## src/rtl/button_press_detector_multi_pkg.sv

```systemverilog
// Shared definitions for the multi-channel button press detector.
//   state_e       : per-channel FSM state encoding (3 bits, 5 legal values)
//   clog2_f       : constant ceil(log2(v)), minimum result 1
//   max_f         : constant max of two integers
package button_press_detector_multi_pkg;

  typedef enum logic [2:0] {
    WAIT_UP  = 3'd0,
    BTN_UP   = 3'd1,
    DEBOUNCE = 3'd2,
    PRESSED  = 3'd3,
    HELD     = 3'd4
  } state_e;

  // Bit width needed to hold values 0..v-1; never returns less than 1.
  function automatic int clog2_f(input int v);
    int r;
    r = 0;
    for (int i = 0; i < 32; i++) begin
      if ((64'd1 << r) < 64'(v)) begin
        r = r + 1;
      end else begin
        r = r;
      end
    end
    if (r < 1) begin
      return 1;
    end else begin
      return r;
    end
  endfunction

  function automatic int max_f(input int a, input int b);
    if (a > b) begin
      return a;
    end else begin
      return b;
    end
  endfunction

endpackage

```

## src/rtl/button_press_detector_multi_channel.sv

```systemverilog
// One channel of the button press detector: debounce, latched press flag
// with acknowledge, and optional auto-repeat while the button is held.
// Ports:
//   clock      : system clock, rising edge
//   reset      : synchronous active-high reset
//   buttonDown : raw (already synchronised) button level, 1 = pressed
//   ackPress   : acknowledge of wasPressed, only honoured while flagged
//   wasPressed : latched press flag (registered)
//   isRepeat   : 1 = flag is an auto-repeat event, 0 = fresh press (registered)
module button_press_detector_multi_channel
  import button_press_detector_multi_pkg::*;
#(
  parameter int DEBOUNCE_CYCLES = 3,
  parameter int REPEAT_DELAY    = 0,
  parameter int REPEAT_PERIOD   = 4
) (
  input  logic clock,
  input  logic reset,
  input  logic buttonDown,
  input  logic ackPress,
  output logic wasPressed,
  output logic isRepeat
);

  localparam int CNT_W = clog2_f(DEBOUNCE_CYCLES + 1);
  localparam int TMR_W = clog2_f(max_f(REPEAT_DELAY, REPEAT_PERIOD) + 1);
  localparam logic [CNT_W-1:0] CNT_MAX   = CNT_W'(DEBOUNCE_CYCLES);
  localparam logic [TMR_W-1:0] LIM_FIRST = TMR_W'(REPEAT_DELAY);
  localparam logic [TMR_W-1:0] LIM_NEXT  = TMR_W'(REPEAT_PERIOD);
  localparam bit               REPEAT_EN = (REPEAT_DELAY > 0);

  if ((DEBOUNCE_CYCLES < 1) || ((REPEAT_DELAY > 0) && (REPEAT_PERIOD < 1))) begin : g_bad_params
    $error("button_press_detector_multi_channel: illegal parameter combination");
  end

  state_e           state_r;
  state_e           state_next_s;
  logic [CNT_W-1:0] cnt_r;
  logic [CNT_W-1:0] cnt_next_s;
  logic [TMR_W-1:0] timer_r;
  logic [TMR_W-1:0] timer_next_s;
  logic [TMR_W-1:0] limit_s;
  logic             rpt_r;
  logic             rpt_next_s;
  logic             was_pressed_r;
  logic             is_repeat_r;

  // Next-state, counter and repeat-flag logic for the channel FSM.
  always_comb begin
    state_next_s = state_r;
    cnt_next_s   = cnt_r;
    timer_next_s = timer_r;
    rpt_next_s   = rpt_r;
    // First repeat waits the longer delay; later ones use the period.
    if (rpt_r) begin
      limit_s = LIM_NEXT;
    end else begin
      limit_s = LIM_FIRST;
    end
    case (state_r)
      WAIT_UP: begin
        // A button held through reset/ack must be seen released first.
        if (!buttonDown) begin
          state_next_s = BTN_UP;
        end else begin
          state_next_s = WAIT_UP;
        end
      end
      BTN_UP: begin
        if (buttonDown) begin
          state_next_s = DEBOUNCE;
          cnt_next_s   = CNT_W'(1);
          rpt_next_s   = 1'b0;
        end else begin
          state_next_s = BTN_UP;
        end
      end
      DEBOUNCE: begin
        if (!buttonDown) begin
          state_next_s = BTN_UP;
        end else if (cnt_r == CNT_MAX) begin
          state_next_s = PRESSED;
        end else begin
          cnt_next_s = cnt_r + CNT_W'(1);
        end
      end
      PRESSED: begin
        if (ackPress) begin
          if (REPEAT_EN && buttonDown) begin
            state_next_s = HELD;
            timer_next_s = TMR_W'(1);
          end else begin
            state_next_s = WAIT_UP;
          end
        end else begin
          state_next_s = PRESSED;
        end
      end
      HELD: begin
        if (!buttonDown) begin
          state_next_s = BTN_UP;
        end else if (timer_r == limit_s) begin
          state_next_s = PRESSED;
          rpt_next_s   = 1'b1;
        end else begin
          timer_next_s = timer_r + TMR_W'(1);
        end
      end
      default: begin
        state_next_s = WAIT_UP;
      end
    endcase
  end

  // State, counters and registered output flags.
  always_ff @(posedge clock) begin
    if (reset) begin
      state_r       <= WAIT_UP;
      cnt_r         <= '0;
      timer_r       <= '0;
      rpt_r         <= 1'b0;
      was_pressed_r <= 1'b0;
      is_repeat_r   <= 1'b0;
    end else begin
      state_r       <= state_next_s;
      cnt_r         <= cnt_next_s;
      timer_r       <= timer_next_s;
      rpt_r         <= rpt_next_s;
      // Outputs are registered copies of the decode of the next state.
      was_pressed_r <= (state_next_s == PRESSED);
      is_repeat_r   <= (state_next_s == PRESSED) && rpt_next_s;
    end
  end

  assign wasPressed = was_pressed_r;
  assign isRepeat   = is_repeat_r;

endmodule

```

## src/rtl/button_press_detector_multi.sv

```systemverilog
// N-channel debounced button press detector with per-channel flag/ack
// handshake and optional auto-repeat.
// Ports:
//   clock      : system clock, rising edge
//   reset      : synchronous active-high reset
//   buttonDown : per-channel raw button level, 1 = pressed
//   ackPress   : per-channel acknowledge of wasPressed
//   wasPressed : per-channel latched press flag
//   isRepeat   : per-channel auto-repeat qualifier for wasPressed
//   anyPressed : OR of all wasPressed bits
module button_press_detector_multi
  import button_press_detector_multi_pkg::*;
#(
  parameter int CHANNELS        = 4,
  parameter int DEBOUNCE_CYCLES = 3,
  parameter int REPEAT_DELAY    = 0,
  parameter int REPEAT_PERIOD   = 4
) (
  input  logic                clock,
  input  logic                reset,
  input  logic [CHANNELS-1:0] buttonDown,
  input  logic [CHANNELS-1:0] ackPress,
  output logic [CHANNELS-1:0] wasPressed,
  output logic [CHANNELS-1:0] isRepeat,
  output logic                anyPressed
);

  if (CHANNELS < 1) begin : g_bad_channels
    $error("button_press_detector_multi: CHANNELS must be at least 1");
  end

  for (genvar g = 0; g < CHANNELS; g++) begin : g_chan
    button_press_detector_multi_channel #(
      .DEBOUNCE_CYCLES (DEBOUNCE_CYCLES),
      .REPEAT_DELAY    (REPEAT_DELAY),
      .REPEAT_PERIOD   (REPEAT_PERIOD)
    ) u_chan (
      .clock      (clock),
      .reset      (reset),
      .buttonDown (buttonDown[g]),
      .ackPress   (ackPress[g]),
      .wasPressed (wasPressed[g]),
      .isRepeat   (isRepeat[g])
    );
  end

  // Every channel flag is a register, so this reduction has no input path.
  assign anyPressed = |wasPressed;

endmodule

```

## config.mk

```make
export PLATFORM = sky130hd
export DESIGN_NAME = button_press_detector_multi
export DESIGN_NICKNAME = d
export VERILOG_FILES = /design/src/rtl/button_press_detector_multi_pkg.sv /design/src/rtl/button_press_detector_multi_channel.sv /design/src/rtl/button_press_detector_multi.sv
export SDC_FILE = /design/constraint.sdc
export NUM_CORES = 1
export LEC_CHECK = 0
export BUFFER_PORTS_ARGS = -buffer_cell sky130_fd_sc_hd__buf_2
export CORE_ASPECT_RATIO = 1.4
export CORE_MARGIN = 2
export CORE_UTILIZATION = 50
export CTS_CLUSTER_DIAMETER = 100
export DETAILED_ROUTE_END_ITERATION = 8
export PLACE_DENSITY = 0.75
export SYNTH_ARGS = -nofsm -noshare
export SYNTH_HDL_FRONTEND = slang
export SYNTH_SLANG_ARGS = --single-unit
```

## constraint.sdc

```tcl
create_clock -name clock -period 4.2 [get_ports clock]
set_clock_uncertainty 0.1 [all_clocks]
set_input_delay 0.42 -clock clock [delete_from_list [all_inputs] [get_ports clock]]
set_output_delay 0.42 -clock clock [all_outputs]
set_load 0.005 [all_outputs]
```

==> flow_summary.toml <==
[timing]
final-hold-violation-count = 0
rsz0062_at_grt = "no"
finalSetupViolCount = 0
slew_violations = 0
timing.final.crit_period_ps = 1760
tightest_slew_ps = 481
timing.fmax_mhz = 568
period_share = 0.419
finalSetupTns_ps = 0
relSlewSlack = 0.675

[synth]
synth.area.mux_share = 0.0250
synth-xor-area-share = 0.0437
synthAdderAreaFrac = 0.0624
yosys.cell_types.count = 56
synth-compound-area-share = 0.204
synth-edff-count = 0
seq_area_frac_synth = 0.366
ys_async_sr_fraction = 0
syn_area_sq_mm = 0.00241
yosysWarnings = 0
synth_top_family_by_area = "simple AND/OR/NAND/NOR gates"
syn_inst = 272
synth-main-ff-cell = "dfxtp_1"
ys_ff_latch = 44
synth-simple-area-share = 0.216
syn-num-nets = 294
avgSynthCellArea_sq_um = 8.85

[placement]
post_dp_cell_area_sq_mm = 0.00244
gp_congestion = 0.833
portBuffers = 18
place_hpwl_microns = 3110

[setup_path]
required_ps = 3680
worstSetupPathType = "register to primary output"
cp_max_fo = 2
crit_path_start_kind = "register"
reg2reg_depth = 4
r2r-start = "g_chan[3].u_chan.state_r[0]"
rr_endpoint = "g_chan[3].u_chan.isRepeat"
arrival_ps = 1240
r2r_slack_ps = 2450
worstSetupEndpointType = "primary output"

[route]
drc = 0
drtIter0Drc = 93
via_count = 1896
via_per_inst = 5.61
dr.pass1.iters = 4
wl_microns = 4280
wire_per_inst_microns = 12.7
antenna_left = 0

[floorplanning]
core.rowCount = 29
initial_core_util = 0.526
pin_count = 19
die_h_microns = 86.1
core_sq_mm = 0.00457
dieArea_sq_mm = 0.00539
die_w_microns = 62.6

[clock_tree]
ctsResizeCount = 0
post_cts.repair.setup_buffers = 0
cts-root-buf = "clkbuf_8"
cts-htree-levels = 2
cts_buffers = 5
clk_pin_slew_ps = 90
cts_tree = "done"
ctsHoldBuffers = 0
cts_max_path_buffers = 2
clk_latency_ps = 300
cts_sinks = 44

[hold_path]
holdPathEnd = "g_chan[3].u_chan.state_r[1]"
worstHoldPathType = "primary input to register"
hold-path-cell-count = 3
min-delay-start = "buttonDown[3]"

[run_status]
outcome = "finished clean"

[cells_and_area]
drive_gt1_frac = 0.141
postLayoutCellArea_sq_mm = 0.00256
layout_commonest_cell = "dfxtp_1"
nNetsFinal = 297
diodes = 0
areaGrowthSynthToFinish_pct = 6.34
final_cell_mix = "dfxtp_1, nor2_1, a21oi_1"
fill_cells = 442

[power_and_ir_drop]
irDropWorstVdd_mv = 0.232
power_density_mw_per_mm2 = 327
power_leakage_nw = 0.989

[global_routing]
grt_max_degree = 27
grt_pass1_vias = 1812
antenna_found_initial = 0
grt_pass1_wl_microns = 7650
grt_overflow = 0
grt_usage = 0.172

[flow_run]
drv_cap = 0
## logic make-up after synthesis
family          count (synthesis)
compound gates                 66
xor+xnor                       12
fa+ha+maj                      12
buf+inv                        39
flops                          44
mux                             6
simple gates                   93
## synth_stat cells (4+ instances only)
library cell	count	area (sq um)
dfxtp_1	44	881
nor2_1	26	97.6
a21oi_1	23	115
inv_1	17	63.8
nor2b_1	13	81.3
ha_1	12	150
nand2_1	11	41.3
o21ai_0	11	55.1
xnor2_1	9	78.8
buf_4	8	60.1
and2_1	7	43.8
nand3_1	7	35.0
buf_2	6	30.0
mux2i_1	6	60.1
clkbuf_1	5	18.8
nor3_1	5	25.0
nand2b_1	4	25.0
## flip-flops by register name, summed over array words and instances (netlist names)
name / count
g_chan.u_chan.cnt_r: 8
g_chan.u_chan.isRepeat: 4
g_chan.u_chan.rpt_r: 4
g_chan.u_chan.state_r: 12
g_chan.u_chan.timer_r: 12
g_chan.u_chan.wasPressed: 4
## worst max path at each step
stage / from / end / slack [ps] / cells past startpoint
after floorplan: g_chan[3].u_chan.timer_r[0] / g_chan[3].u_chan.timer_r[1] / 2690 / 5
after global placement: reset / g_chan[2].u_chan.wasPressed / 2480 / 5
after detailed placement: reset / g_chan[2].u_chan.wasPressed / 2430 / 5
after CTS: g_chan[1].u_chan.wasPressed / anyPressed / 2430 / 2
after global routing: g_chan[3].u_chan.state_r[0] / g_chan[3].u_chan.isRepeat / 2370 / 4
final: g_chan[1].u_chan.wasPressed / anyPressed / 2440 / 2
## metal layers
layer,wire length (microns),GRT usage,vias to the layer above
met5,0,0,-
met4,69,0.0606,0
met3,134,0.0433,8
met2,2230,0.326,29
met1,1850,0.182,908
li1,-,-,951
## per-stage QoR
| stage | worst slack (ps) | total power [W] | utilization | hold slack, ps | std cells |
|---|---|---|---|---|---|
| 6_report | 2440 | 0.000838 | 0.560 | 348 | 338 |
| 5_1_grt | 2370 | 0.000875 | 0.560 | 348 | 338 |
| 4_1_cts | 2430 | 0.000847 | 0.560 | 342 | 338 |
| 3_5_place_dp | 2430 | 0.000503 | 0.533 | 408 | 330 |
| 3_3_place_gp | 2480 | 0.000501 | 0.533 | 394 | 330 |
| 2_1_floorplan | 2690 | 0.000490 | - | 373 | 272 |
## final cells by class
cell class | count | area [sq um] | share of cell area
multi-input combinational | 189 | 1330 | 0.518
sequential | 44 | 881 | 0.344
timing repair buffer | 18 | 90.1 | 0.0352
clock buffer | 6 | 82.6 | 0.0323
tap | 62 | 77.6 | 0.0303
inverter | 17 | 63.8 | 0.0249
clock inverter | 2 | 38.8 | 0.0152
## power by group
group / switching, W / total [W] / leakage (nW) / internal [W]
clock network: 0.000149 / 0.000344 / 0.0614 / 0.000195
registers: 0.0000141 / 0.000439 / 0.357 / 0.000425
logic: 0.0000289 / 0.0000549 / 0.571 / 0.0000260
total: 0.000192 / 0.000838 / 0.989 / 0.000645
## worst max-delay path: stages, from the launching register on
cell and delay, ps:
dfxtp_1 310, or4_1 500, buf_2 140
No activity file was read; power rests on OpenSTA's default activity.
